File: src/rtl/chess_position_ctrl.sv
// Chess board cursor: debounced five-way buttons move a 3x3 selection,
// with moves committed once per frame at the first blanking line.
module chess_position_ctrl #(
  parameter int DEBOUNCE_CYCLES = 500000,
  parameter int FRAME_LINE      = 480,
  parameter int WRAP            = 0
) (
  input  logic       clock,
  input  logic       reset,
  input  logic       btn_up,
  input  logic       btn_down,
  input  logic       btn_left,
  input  logic       btn_right,
  input  logic       btn_center,
  input  logic [9:0] vcount,
  output logic [3:0] state,
  output logic       moved,
  output logic       pending
);

  localparam int CW =
    (DEBOUNCE_CYCLES > 1) ? $clog2(DEBOUNCE_CYCLES) : 1;
  localparam logic [CW-1:0] CMAX = CW'(DEBOUNCE_CYCLES - 1);
  localparam logic [9:0] LINE = 10'(FRAME_LINE);

  typedef enum logic [2:0] {
    DIR_UP,
    DIR_DOWN,
    DIR_LEFT,
    DIR_RIGHT,
    DIR_CENTER
  } dir_t;

  typedef enum logic {
    IDLE,
    ARMED
  } mode_t;

  logic [4:0]    raw;
  logic [4:0]    s1;
  logic [4:0]    s2;
  logic [4:0]    deb;
  logic [4:0]    deb_q;
  logic [4:0]    rise;
  logic [CW-1:0] cnt [5];
  logic [9:0]    vq;
  logic          commit;
  logic          req_any;
  dir_t          req_dir;
  dir_t          dir;
  mode_t         mode;
  mode_t         mode_nx;
  logic          latch;
  logic          apply;
  logic [3:0]    idx;
  logic [1:0]    row;
  logic [1:0]    col;
  logic [1:0]    nr;
  logic [1:0]    nc;
  logic [3:0]    target;

  assign raw = {btn_center, btn_right, btn_left, btn_down, btn_up};

  always_ff @(posedge clock) begin
    if (reset) begin
      s1    <= '0;
      s2    <= '0;
      deb   <= '0;
      deb_q <= '0;
      for (int i = 0; i < 5; i++) cnt[i] <= '0;
    end else begin
      s1    <= raw;
      s2    <= s1;
      deb_q <= deb;
      for (int i = 0; i < 5; i++) begin
        if (s2[i] != deb[i]) begin
          if (cnt[i] == CMAX) begin
            deb[i] <= s2[i];
            cnt[i] <= '0;
          end else begin
            cnt[i] <= cnt[i] + 1'b1;
          end
        end else begin
          cnt[i] <= '0;
        end
      end
    end
  end

  assign rise    = deb & ~deb_q;
  assign req_any = |rise;
  assign commit  = (vcount == LINE) && (vq != LINE);

  always_comb begin
    req_dir = DIR_UP;
    if (rise[0])      req_dir = DIR_UP;
    else if (rise[1]) req_dir = DIR_DOWN;
    else if (rise[2]) req_dir = DIR_LEFT;
    else if (rise[3]) req_dir = DIR_RIGHT;
    else if (rise[4]) req_dir = DIR_CENTER;
  end

  always_ff @(posedge clock) begin
    if (reset) mode <= IDLE;
    else       mode <= mode_nx;
  end

  // A commit in the same cycle as a fresh request leaves it for next frame
  always_comb begin
    mode_nx = mode;
    latch   = 1'b0;
    apply   = 1'b0;
    unique case (mode)
      IDLE: begin
        if (req_any) begin
          mode_nx = ARMED;
          latch   = 1'b1;
        end
      end
      ARMED: begin
        if (commit) begin
          mode_nx = IDLE;
          apply   = 1'b1;
        end
      end
      default: mode_nx = IDLE;
    endcase
  end

  assign pending = (mode == ARMED);

  always_comb begin
    idx = state - 4'd1;
    row = (idx >= 4'd6) ? 2'd2 : (idx >= 4'd3) ? 2'd1 : 2'd0;
    col = 2'(idx - 4'(row) * 4'd3);
    nr  = row;
    nc  = col;
    unique case (dir)
      DIR_UP: begin
        if (row != 2'd0)   nr = row - 2'd1;
        else if (WRAP != 0) nr = 2'd2;
      end
      DIR_DOWN: begin
        if (row != 2'd2)   nr = row + 2'd1;
        else if (WRAP != 0) nr = 2'd0;
      end
      DIR_LEFT: begin
        if (col != 2'd0)   nc = col - 2'd1;
        else if (WRAP != 0) nc = 2'd2;
      end
      DIR_RIGHT: begin
        if (col != 2'd2)   nc = col + 2'd1;
        else if (WRAP != 0) nc = 2'd0;
      end
      default: begin
        nr = 2'd1;
        nc = 2'd1;
      end
    endcase
    target = 4'(nr) * 4'd3 + 4'(nc) + 4'd1;
  end

  always_ff @(posedge clock) begin
    if (reset) begin
      state <= 4'd5;
      moved <= 1'b0;
      vq    <= '0;
      dir   <= DIR_UP;
    end else begin
      vq    <= vcount;
      moved <= 1'b0;
      if (latch) dir <= req_dir;
      if (apply) begin
        state <= target;
        moved <= (target != state);
      end
    end
  end

endmodule

File: config.mk
export PLATFORM = sky130hd
export DESIGN_NAME = chess_position_ctrl
export DESIGN_NICKNAME = d
export VERILOG_FILES = /design/src/rtl/chess_position_ctrl.sv
export SDC_FILE = /design/constraint.sdc
export NUM_CORES = 1
export LEC_CHECK = 0
export BUFFER_PORTS_ARGS = -buffer_cell sky130_fd_sc_hd__buf_2
export CAP_MARGIN = 10
export CORE_ASPECT_RATIO = 0.6
export CORE_MARGIN = 2
export CORE_UTILIZATION = 50
export DETAILED_ROUTE_END_ITERATION = 10
export PLACE_DENSITY = 0.66
export SYNTH_ARGS = -nofsm -noshare
export SYNTH_HDL_FRONTEND = slang
export SYNTH_SLANG_ARGS = --single-unit
export TNS_END_PERCENT = 100
File: constraint.sdc
create_clock -name clock -period 4.2 [get_ports clock]
set_input_delay 0.42 -clock clock [delete_from_list [all_inputs] [get_ports clock]]
set_output_delay 0.42 -clock clock [all_outputs]
set_load 0.1 [all_outputs]
==> results.md <==
- First-pass GRT wire length: 21,200 um
- TritonCTS clock tree: done
- Hold slack: 225.4 ps
- Ant diodes: 0
- Clk sinks: 134
- Leak pwr: a little over 3 nW
- Gate Count Post-Synth: 647
- Post-Syn Area: 6764 um^2
- Area Growth Syn to Fin: 18.11%
- Slew headroom: 0.4219
- GRT Resource Usage Total: 0.1853
- Via/cell ratio: 4.884
- Worst path depth: 16
- Unique masters post-synth: 50
- Register area share after synthesis: 0.5372
- DRC: 0
- Ys async rst share: 0
- Worst Tran Pin Value: about 860 ps
- Crit path kind: flip-flop to flip-flop
- WP data arrival: around 4200 ps
- Crit path launch: state[0]
- CTS H-tree lvls: 4
- Reg2reg path depth: 16
- Syn Area/Cell: 10.45 um^2
- Average wire per standard cell: approximately 13 um
- Post-Synth XOR/XNOR Area: 0.1256
- Bufs on Longest Clock Path: 2
- # rows: 32
- Initial antenna violation count: 0
- IO buf count: 22
- Post-synth EDFFs: 95
- Final Hold Viols: 0
- Commonest non-fill, non-tap cell in the layout: nor2_1
- Fin crit period: between 3000 and 4000 ps
- Most frequent cells in the layout: 132 x nor2_1, 95 x edfxtp_1, 95 x conb_1, 52 x xor2_1, 44 x xnor2_1
- Simple-Gate Fraction of Synth Area: 0.2457
- Worst EP required: 4480 ps
- Cell mode on critical path: ha_1
- Routed WL: 12,330 um
- Predominant post-synthesis flop cell: edfxtp_1
- Largest family of logic cells by synthesized area: simple AND/OR/NAND/NOR gates
- R2R Path Start: state[0]
- Post-route setup slack: ~280 ps
- RD Place Congestion: 0.7694
- Worst Path Max Fanout: 6
- Detailed Routing Iterations Pass 1: 4
- Adder-Cell Fraction of Synth Area: 0.02997
- Vias in the first global route: 4,551
- Initial core utilization: 0.5198
- Clk slew on worst S/H paths: 60 ps
- RR Endpoint: moved
- Tcrit/Tclk final: 0.9340
- Clk Latency, worst-skew pair: 400 ps
- Grt total ovfl: 0
- CTS root buffer: clkbuf_16
- Fin. max-slew vios: 0
- CP endpoint: moved
- FMAX: 0.2549 GHz
- R2R setup slack: 280 ps
- Layout filler cell count: 1,086
- Slowest cell on crit path: fa_1
- Pre-CTS setup slack: 95.57 ps
- Post-route ant nets: 0
- Die ar.: 14,510 um^2
- CP max stage delay: 490 ps
- Largest net degree at the start of global routing: 42
- Max VDD drop: 263.5 uV
- Post-synthesis mux area share: 0.01276
- Worst Clk Skew: 9.836 ps
- DRT iter0 DRCs: about 300
- Startpoint types: flip-flop
- Status: finished, final reports clean
- FF+latch count, synth: around 130
- Cell family with most CP delay: adder cells
- Share of cells above drive strength 1: 0.08963
- Die Width: 154.2 um
- Final #Nets: 800
- Crit end category: flip-flop
- Cell breakdown of the critical path: inv_1 > ha_1 > xor2_1 > nor4_2 > nor2_1 > ha_1 > xnor2_2 > ha_1 > nor3_2 > a31oi_1 > fa_1 > inv_1 > fa_1 > xnor2_1 > xnor2_1 > a41oi_1
- Chip height: between 90 and 100 um
- # setup viols final: 0
- Max-cap violations: 0
- Complex-gate fraction of the synthesized area: 0.02608
- Total CTS buffers: 17
- Final Power: 0.003052 W
- Via count: 4,645
- DP HPWL: around 8500 um
- Hold crit path type: input pin to flip-flop
- Core area: 13,010 um^2
- Buf+Inv Stages, Crit Path: 2
- I/O Pins: 23
- P per Cell Area: 382.0 nW/um^2
- Warnings, synthesis: 0
flip-flops by register name (all words and copies together), names as in the netlist:
signal / count
cnt: 95
deb: 5
deb_q: 5
dir: 3
moved: 1
pending: 1
s1: 5
s2: 5
state: 4
vq: 10
synth_stat cells, drive strengths merged, types with 5 or more instances:
| library cell | number | area [um^2] |
|---|---|---|
| nor2b | 31 | 193.9 |
| nand2b | 9 | 63.81 |
| ha | 13 | 162.7 |
| and4 | 8 | 70.07 |
| buf | 10 | 52.55 |
| inv | 21 | 78.83 |
| a21oi | 5 | 25.02 |
| nor3 | 17 | 85.08 |
| xor2 | 52 | 455.4 |
| nand4 | 15 | 93.84 |
| and3 | 14 | 87.58 |
| clkbuf | 5 | 18.77 |
| nor4 | 7 | 50.05 |
| nand2 | 32 | 120.1 |
| nand3 | 40 | 200.2 |
| xnor2 | 45 | 394.1 |
| nor2 | 132 | 495.5 |
| nor4b | 9 | 78.83 |
| dfxtp | 39 | 780.8 |
| or2 | 6 | 37.54 |
| edfxtp | 95 | 2853 |
| mux2i | 6 | 60.06 |
| and2 | 8 | 50.05 |
cell families (layout without fill, tap and decap cells):
family	after synthesis	after routing
AOI/OAI and AO/OA	24	24
xor gates and xnor gates	97	97
adders and majority gates	15	15
buffers and inverters	36	76
DFF	134	134
muxes	8	8
other	1	95
and+or+nand+nor	332	332
area by class of cell:
type | count | area [um^2] | area share
well taps | 170 | 212.7 | 0.02662
inverters | 21 | 78.83 | 0.009867
flip-flops and latches | 134 | 3642 | 0.4559
repair buffers | 23 | 117.6 | 0.01472
clock buffers | 23 | 520.5 | 0.06515
multi-input cells | 571 | 3356 | 0.4200
clock inverters | 9 | 61.31 | 0.007674
power breakdown:
part	internal, W	switching [W]	total [W]
logic	0.0000441	0.0000584	0.000102
registers	0.00146	0.0000448	0.00151
clock network	0.000875	0.000566	0.00144
stage by stage:
step | cell area, um^2 | TNS, ps | cells | utilization
2_1_floorplan | 7126 | 0 | 741 | -
3_3_place_gp | 7377 | 0 | 918 | 0.5669
3_5_place_dp | 7377 | 0 | 918 | 0.5669
4_1_cts | 7959 | 0 | 950 | 0.6116
5_1_grt | 7989 | -15.66 | 951 | 0.6139
6_report | 7989 | 0 | 951 | 0.6139
worst min path at each step:
| stage | from | end | slack (ps) | cells after the start |
|---|---|---|---|---|
| final | btn_down | s1[1] | 230 | 2 |
| after detailed placement | s1[1] | s2[1] | 430 | 1 |
| after global placement | s1[3] | s2[3] | 430 | 1 |
| after CTS | btn_down | s1[1] | 210 | 2 |
| after global routing | btn_left | s1[2] | 220 | 2 |
| after floorplan | s1[0] | s2[0] | 410 | 1 |
routing by layer:
layer / global-route usage / up-vias / routed length, um
li1: - / 2392 / -
met1: 0.2594 / 2181 / 6395
met2: 0.2836 / 62 / 5358
met3: 0.04336 / 10 / 459
met4: 0.06542 / 0 / 117
met5: 0 / - / 0
repair_timing:
action                                  in CTS  in global routing
setup buffers                                0                  1
endpoints found under the hold margin        0                  0
hold buffers                                 0                  0
endpoints found under the setup margin       0                  3
resized for setup                            0                  4
worst register-to-register path: stages, from the launching register on:
cell and delay (ps):
dfxtp_4 380, inv_1 100, ha_1 210, xor2_1 190
nor4_2 370, nor2_1 100, ha_1 220, xnor2_2 230
ha_1 290, nor3_2 170, a31oi_1 70, fa_1 490
inv_1 70, fa_1 430, xnor2_1 230, xnor2_1 150
a41oi_1 100
(Power assumes the default switching activity.)
